## src/rtl/issue_window_scheduler_pkg.sv

```systemverilog
// Shared types and constants for the issue window between decode and issue.
package issue_window_scheduler_pkg;

   localparam int unsigned ISSUE_WIN_DEPTH      = 4;
   localparam int unsigned ISSUE_WIN_MAX_BYPASS = 10;
   localparam int unsigned REG_ADDR_BITS        = 5;
   localparam int unsigned PC_BITS              = 32;

   typedef enum logic [3:0] {
      NONE, LOAD, STORE, ALU, CTRL_FLOW, MULT, CSR, FPU
   } fu_t;

   typedef struct packed {
      logic [PC_BITS-1:0]       pc;
      fu_t                      fu;
      logic [REG_ADDR_BITS-1:0] rs1;
      logic [REG_ADDR_BITS-1:0] rs2;
      logic [REG_ADDR_BITS-1:0] rd;
   } scoreboard_entry_t;

   typedef struct packed {
      scoreboard_entry_t sbe;
      logic              is_ctrl_flow;
      logic              valid;
   } issue_slot_t;

   // Memory ops are the only entries that may be bypassed.
   function automatic logic is_mem_op(fu_t fu);
      return (fu == LOAD) || (fu == STORE);
   endfunction

   // Entries allowed to overtake a memory op in slot 0.
   function automatic logic is_bypass_fu(fu_t fu);
      return !((fu == LOAD) || (fu == STORE) || (fu == CTRL_FLOW));
   endfunction

endpackage

```

## src/rtl/issue_window_scheduler_if.sv

```systemverilog
// Decoded-entry handshake: master presents an entry, slave acknowledges it.
interface issue_window_scheduler_if;
   import issue_window_scheduler_pkg::*;

   scoreboard_entry_t entry;
   logic              valid;
   logic              is_ctrl_flow;
   logic              ack;

   modport master (output entry, output valid, output is_ctrl_flow, input ack);
   modport slave  (input entry, input valid, input is_ctrl_flow, output ack);
endinterface

```

## src/rtl/issue_window_scheduler_hazard_check.sv

```systemverilog
// Register-dependency check of one bypass candidate against one older entry.
// x0 is compared like any other register, which keeps the check conservative.
module issue_window_scheduler_hazard_check
   import issue_window_scheduler_pkg::*;
(
   input  logic [REG_ADDR_BITS-1:0] cand_rs1_i,
   input  logic [REG_ADDR_BITS-1:0] cand_rs2_i,
   input  logic [REG_ADDR_BITS-1:0] cand_rd_i,
   input  logic [REG_ADDR_BITS-1:0] older_rs1_i,
   input  logic [REG_ADDR_BITS-1:0] older_rs2_i,
   input  logic [REG_ADDR_BITS-1:0] older_rd_i,
   output logic                     hazard_o
);

   // RAW, WAR and WAW between the pair.
   assign hazard_o = (cand_rs1_i == older_rd_i)  |
                     (cand_rs2_i == older_rd_i)  |
                     (cand_rd_i  == older_rs1_i) |
                     (cand_rd_i  == older_rs2_i) |
                     (cand_rd_i  == older_rd_i);

endmodule

```

## src/rtl/issue_window_scheduler.sv

```systemverilog
// Small compacting issue window. Issues the oldest entry, except that a
// hazard-free ALU-type entry may overtake a memory op sitting in slot 0,
// at most MAX_BYPASS times per memory op.
module issue_window_scheduler
   import issue_window_scheduler_pkg::*;
#(
   parameter int unsigned DEPTH      = ISSUE_WIN_DEPTH,
   parameter int unsigned MAX_BYPASS = ISSUE_WIN_MAX_BYPASS
) (
   input  logic                             clk_i,
   input  logic                             rst_ni,
   input  logic                             flush_i,
   input  logic                             debug_req_i,
   issue_window_scheduler_if.slave          id_if,
   issue_window_scheduler_if.master         is_if
);

   localparam int unsigned CNT_W = $clog2(DEPTH + 1);
   localparam int unsigned BYP_W = $clog2(MAX_BYPASS + 1);
   localparam int unsigned SEL_W = $clog2(DEPTH);

   issue_slot_t        slots_q [DEPTH];
   issue_slot_t        slots_d [DEPTH];
   logic [CNT_W-1:0]   count_q, count_d;
   logic [BYP_W-1:0]   bypass_cnt_q, bypass_cnt_d;

   logic [SEL_W-1:0]   sel;
   logic               sel_found;
   logic               sel_blocked;
   logic               bypass_ok;
   logic [DEPTH-1:0]   cand_haz;
   logic               deq;
   logic [CNT_W-1:0]   cnt_tmp;

   // Slot 0 can never be a bypass candidate.
   assign cand_haz[0] = 1'b1;

   // Per-candidate hazard against every older slot.
   for (genvar j = 1; j < DEPTH; j++) begin : g_cand
      logic [DEPTH-1:0] pair_haz;
      for (genvar k = 0; k < DEPTH; k++) begin : g_older
         if (k < j) begin : g_chk
            issue_window_scheduler_hazard_check i_hazard_check (
               .cand_rs1_i  (slots_q[j].sbe.rs1),
               .cand_rs2_i  (slots_q[j].sbe.rs2),
               .cand_rd_i   (slots_q[j].sbe.rd),
               .older_rs1_i (slots_q[k].sbe.rs1),
               .older_rs2_i (slots_q[k].sbe.rs2),
               .older_rd_i  (slots_q[k].sbe.rd),
               .hazard_o    (pair_haz[k])
            );
         end else begin : g_none
            assign pair_haz[k] = 1'b0;
         end
      end
      assign cand_haz[j] = |pair_haz;
   end

   // Select the oldest entry, or the first eligible younger one past a memory op.
   always_comb begin
      sel         = '0;
      sel_found   = 1'b0;
      sel_blocked = 1'b0;
      bypass_ok   = slots_q[0].valid & is_mem_op(slots_q[0].sbe.fu) & ~debug_req_i &
                    (bypass_cnt_q < BYP_W'(MAX_BYPASS));
      for (int j = 0; j < DEPTH; j++) begin
         if (bypass_ok && !sel_found && !sel_blocked && slots_q[j].valid &&
             is_bypass_fu(slots_q[j].sbe.fu) && !cand_haz[j]) begin
            sel       = SEL_W'(j);
            sel_found = 1'b1;
         end
         if (j > 0 && slots_q[j].valid && slots_q[j].sbe.fu == CTRL_FLOW) begin
            sel_blocked = 1'b1;
         end
      end
   end

   // Handshakes and issue-side view of the selected slot.
   assign is_if.valid        = (count_q != '0);
   assign is_if.entry        = slots_q[sel].valid ? slots_q[sel].sbe : '0;
   assign is_if.is_ctrl_flow = slots_q[sel].valid & slots_q[sel].is_ctrl_flow;
   assign id_if.ack          = id_if.valid & ~flush_i &
                               ((count_q < CNT_W'(DEPTH)) | is_if.ack);
   assign deq                = is_if.ack & is_if.valid;

   // Next window state: flush, else dequeue with compaction, then enqueue at the tail.
   always_comb begin
      slots_d      = slots_q;
      count_d      = count_q;
      bypass_cnt_d = bypass_cnt_q;
      cnt_tmp      = count_q;
      if (flush_i) begin
         slots_d      = '{default: '0};
         count_d      = '0;
         bypass_cnt_d = '0;
      end else begin
         if (deq) begin
            for (int i = 0; i < DEPTH - 1; i++) begin
               if (SEL_W'(i) >= sel) begin
                  slots_d[i] = slots_q[i + 1];
               end
            end
            slots_d[DEPTH-1] = '0;
            cnt_tmp          = count_q - CNT_W'(1);
            if (sel != '0) begin
               if (bypass_cnt_q < BYP_W'(MAX_BYPASS)) begin
                  bypass_cnt_d = bypass_cnt_q + BYP_W'(1);
               end
            end else begin
               bypass_cnt_d = '0;
            end
         end
         if (id_if.ack) begin
            for (int i = 0; i < DEPTH; i++) begin
               if (CNT_W'(i) == cnt_tmp) begin
                  slots_d[i] = '{sbe: id_if.entry, is_ctrl_flow: id_if.is_ctrl_flow, valid: 1'b1};
               end
            end
            cnt_tmp = cnt_tmp + CNT_W'(1);
         end
         count_d = cnt_tmp;
         if (!(slots_d[0].valid && is_mem_op(slots_d[0].sbe.fu))) begin
            bypass_cnt_d = '0;
         end
      end
   end

   // Window state registers.
   always_ff @(posedge clk_i or negedge rst_ni) begin
      if (!rst_ni) begin
         slots_q      <= '{default: '0};
         count_q      <= '0;
         bypass_cnt_q <= '0;
      end else begin
         slots_q      <= slots_d;
         count_q      <= count_d;
         bypass_cnt_q <= bypass_cnt_d;
      end
   end

endmodule

```

## src/flat_wrapper.sv

```systemverilog
// flat-port wrapper written by rule: the top's interface ports become plain ports
module issue_window_scheduler_flat import issue_window_scheduler_pkg::*;
#(
   parameter int unsigned DEPTH      = ISSUE_WIN_DEPTH,
   parameter int unsigned MAX_BYPASS = ISSUE_WIN_MAX_BYPASS
)
  (clk_i, rst_ni, flush_i, debug_req_i, id_if_entry, id_if_valid, id_if_is_ctrl_flow, id_if_ack, is_if_entry, is_if_valid, is_if_is_ctrl_flow, is_if_ack);
  issue_window_scheduler_if id_if_i ();
  issue_window_scheduler_if is_if_i ();
  input  logic clk_i;
  input  logic rst_ni;
  input  logic flush_i;
  input  logic debug_req_i;
  input wire logic [$bits(id_if_i.entry)-1:0] id_if_entry;
  input wire logic [$bits(id_if_i.valid)-1:0] id_if_valid;
  input wire logic [$bits(id_if_i.is_ctrl_flow)-1:0] id_if_is_ctrl_flow;
  output wire logic [$bits(id_if_i.ack)-1:0] id_if_ack;
  output wire logic [$bits(is_if_i.entry)-1:0] is_if_entry;
  output wire logic [$bits(is_if_i.valid)-1:0] is_if_valid;
  output wire logic [$bits(is_if_i.is_ctrl_flow)-1:0] is_if_is_ctrl_flow;
  input wire logic [$bits(is_if_i.ack)-1:0] is_if_ack;
  assign id_if_i.entry = id_if_entry;
  assign id_if_i.valid = id_if_valid;
  assign id_if_i.is_ctrl_flow = id_if_is_ctrl_flow;
  assign id_if_ack = id_if_i.ack;
  assign is_if_entry = is_if_i.entry;
  assign is_if_valid = is_if_i.valid;
  assign is_if_is_ctrl_flow = is_if_i.is_ctrl_flow;
  assign is_if_i.ack = is_if_ack;
  issue_window_scheduler #(.DEPTH(DEPTH), .MAX_BYPASS(MAX_BYPASS)) u_core (.clk_i(clk_i), .rst_ni(rst_ni), .flush_i(flush_i), .debug_req_i(debug_req_i), .id_if(id_if_i), .is_if(is_if_i));
endmodule
```

## config.mk

```make
export PLATFORM = sky130hd
export DESIGN_NAME = issue_window_scheduler_flat
export DESIGN_NICKNAME = d
export VERILOG_FILES = /design/src/rtl/issue_window_scheduler_pkg.sv /design/src/rtl/issue_window_scheduler_if.sv /design/src/rtl/issue_window_scheduler_hazard_check.sv /design/src/rtl/issue_window_scheduler.sv /design/src/flat_wrapper.sv
export SDC_FILE = /design/constraint.sdc
export NUM_CORES = 1
export LEC_CHECK = 0
export CORE_AREA = 4 4 217 197
export DETAILED_ROUTE_END_ITERATION = 10
export DIE_AREA = 0 0 221 201
export GPL_TIMING_DRIVEN = 0
export SYNTH_ARGS = -nofsm -noshare
export SYNTH_HDL_FRONTEND = slang
export SYNTH_SLANG_ARGS = --single-unit
```

## constraint.sdc

```tcl
create_clock -name clk_i -period 3.75 [get_ports clk_i]
set_input_delay 0.75 -clock clk_i [delete_from_list [all_inputs] [get_ports clk_i]]
set_output_delay 0.75 -clock clk_i [all_outputs]
set_load 0.05 [all_outputs]
```

==> impl_metrics.tcl <==
set metrics [dict create \
    chipHeight_um 201 \
    dp_hpwl_um 36700 \
    arrival_ps 3450 \
    place.port_buffers 111 \
    cp-start-kind "flip-flop" \
    viasPerCell 5.81 \
    track_usage_pct 23.3 \
    syn-instance-count 1573 \
    antenna_left 0 \
    ios 112 \
    grt-ovfl-total 0 \
    grt_use_met3_pct 4.59 \
    rows 70 \
    drc_errors 0 \
    syn_to_final_growth_pct 37.7 \
    synth.avg_cell_area_sq_um 8.92 \
    r2r_setup_slack_ps 140 \
    fin_ws_ps -451 \
    path_clk_slew_ps 70 \
    layoutNonFillerInstCount 2337 \
    synthesis.area_sq_um 14000 \
    synth_edf_count 0 \
    finClkSkew_ps 10.3 \
    grt_pass1_vias 13209 \
    synth_fp_nets 1639 \
    layout-drive-gt1-share_pct 24.9 \
    final_core_util_pct 47.8 \
    fp.dieArea_sq_um 44400 \
    hold_slack_ps 527 \
    clk_path_buf_depth 3 \
    ys_types 47 \
    use_met1_pct 32.8 \
    fmax_mhz 238 \
    place.gp.congestion 0.925 \
    cts_tree "done" \
    max_slew_margin_pct 47.1 \
    drt-initial-drc-count 1480 \
    worstSkewPairLatency_ps 580 \
    drv_slew 0 \
    root_buffer "clkbuf_16" \
    routed_wirelength_um 56600 \
    setup_viol 52 \
    reg2reg_depth 11 \
    regToRegEndpoint "u_core.slots_q[80]$_DFF_PN0_" \
    rsz0062_at_grt "yes" \
    maxCapViolCount 0 \
    die_width_um 221 \
    gr-usage-met2_pct 36.6 \
    async_reset_ff_share_pct 100 \
    dp_slack_ps -1910 \
    yosysTopAreaCellShare_pct 39.1 \
    ys_top_cells_by_area "dfrtp_1 39%, mux2i_1 13%, xnor2_1 5.6%" \
    dr.pass1.iters 6 \
    post-route-min-period_ps 4200 \
    cts_sinks 219 \
    outcome "finished, violations left" \
    yosys.area.top_type "dfrtp_1" \
    hold_viol 0 \
    seq_area_frac_synth_pct 39.1 \
    core_region_area_sq_um 40500 \
    synthFlopType "dfrtp_1" \
    numCtsBuffers 27 \
    nets 1843 \
    synth_seq_cells 219 \
    fillCellCount 3739 \
    cp-end-kind "output port" \
    grt_pass1_wl_um 82400 \
    grt_start_max_net_pins 116 \
    start_util_pct 34.7 \
    synth-warning-count 0 \
    criticalPathCategory "reg2out" \
    leakage_nw 8.04 \
    r2r_start "u_core.count_q[0]$_DFF_PN0_" \
    busiest_layer "met2" \
    critical_path.endpoint "is_if_entry[36]" \
    antenna_found_initial 0 \
    routedWlPerCell_um 24.2 \
    dp.cells 2226 \
    via_count 13572 \
    critPathRequiredTime_ps 3000 \
    vdd_drop_max_v 0.000415 \
    hp-class "in2async" \
    period_share_pct 112 \
    htree_levels 1 \
    violations "negative setup slack" \
    diodes 0 \
    powerDensity_nw_per_um2 593 \
    worstMarginPinSlew_ps 794 \
    cp_max_fo 10 \
    cp-startpoint "u_core.slots_q[2]$_DFF_PN0_" \
]
[layer usage]
layer	part of all wire, %	vias to the layer above
met5	0	-
met4	2.9	0
met3	7.8	114
met2	46	672
met1	43	6800
li1	-	5986
[cells in the mapped netlist (2+ instances only)]
| master | instances |
|---|---|
| nand2_1 | 189 |
| o31ai_1 | 3 |
| a311oi_1 | 67 |
| ha_1 | 8 |
| o221a_2 | 2 |
| dfrtp_1 | 219 |
| nor4_1 | 8 |
| and2_1 | 3 |
| o21ai_0 | 25 |
| nor2b_1 | 4 |
| nand2b_1 | 6 |
| a211oi_1 | 86 |
| buf_4 | 17 |
| nor2_1 | 172 |
| buf_1 | 6 |
| nor3_1 | 28 |
| xnor2_1 | 90 |
| buf_6 | 9 |
| xor2_1 | 68 |
| mux2_2 | 3 |
| buf_2 | 40 |
| nand3_1 | 82 |
| o21ai_1 | 2 |
| nand4_1 | 3 |
| clkbuf_1 | 102 |
| a21oi_1 | 62 |
| mux2i_1 | 185 |
| a31oi_1 | 9 |
| inv_1 | 7 |
| o22ai_1 | 51 |
[how the worst min path moves through the flow]
stage,end,slack (ps),cells past startpoint
floorplan,u_core.bypass_cnt_q[0]$_DFFE_PN0P_,450,0
global placement,u_core.slots_q[31]$_DFF_PN0_,540,2
detailed placement,u_core.slots_q[27]$_DFF_PN0_,530,1
CTS,u_core.slots_q[27]$_DFF_PN0_,520,2
global route,u_core.slots_q[27]$_DFF_PN0_,530,2
finish,u_core.slots_q[27]$_DFF_PN0_,530,2
[state kept, by name, summed over array words and instances (netlist names)]
| register | flops |
|---|---|
| u_core.count_q | 3 |
| u_core.bypass_cnt_q | 4 |
| u_core.slots_q | 212 |
[power by group]
group          switching [W]  internal, W  total (W)
Combinational        0.00310      0.00216    0.00526
Sequential          0.000557      0.00281    0.00336
Clock                0.00113      0.00171    0.00284
[critical path, stage by stage, from the launching register on]
cell	delay [ps]
dfrtp_1	370
buf_6	200
xor2_1	220
nor3_2	80
nor4_1	350
nand4_1	190
buf_6	170
nor2_4	120
a21boi_4	80
buf_12	140
buf_12	150
clkbuf_16	180
mux2i_4	200
o22ai_2	210
buf_6	190
[layout by cell type (no fill, tap or decap), types with 26 or more instances in the layout]
cell	count
mux2i_2	34
buf_4	64
a21oi_1	62
mux2i_1	125
a311oi_1	67
mux2i_4	26
buf_6	68
a211oi_1	86
clkbuf_1	63
dfrtp_1	208
nand3_1	79
clkdlybuf4s50_1	57
xnor2_1	89
o22ai_2	45
xor2_1	63
nor2_1	170
nand2_1	187
clkbuf_16	40
[through the flow]
step,total power [W],instance area (sq um),setup TNS (ps)
after floorplan,0.00618,14300,-2730
after detailed placement,0.00761,16200,-223500
after CTS,0.0108,18000,-13960
final,0.0115,19300,-19550
after global placement,0.00753,16100,-1958560
after global routing,0.0119,19300,-22270
[what timing repair did]
action | in CTS | in global routing
resized for setup | 528 | 171
setup endpoints to repair | 195 | 183
endpoints found under the hold margin | 1 | 0
hold buffers | 1 | 0
pin swaps | 17 | 39
gates cloned | 3 | 14
buffers inserted | 21 | 43
[cell type report]
type,count,area (sq um),share of cell area (%)
flip-flops and latches,219,5490,28.4
clock buffers,42,822,4.25
multi-input cells,1174,8780,45.5
plain buffers,154,1230,6.38
clock inverters,7,125,0.648
inverters,7,26.3,0.136
well taps,540,676,3.50
repair buffers,194,2160,11.2
[kinds of logic (layout without fill, tap and decap cells)]
group	Yosys count	in the layout	synth area share (%)
xor+xnor	158	158	9.86
compound gates	318	318	15.7
flops	219	219	39.1
simple gates	501	502	15.0
mux	188	188	13.4
buf+inv	181	404	6.14
fa+ha+maj	8	8	0.713
Power figures use the tool's default switching activity.
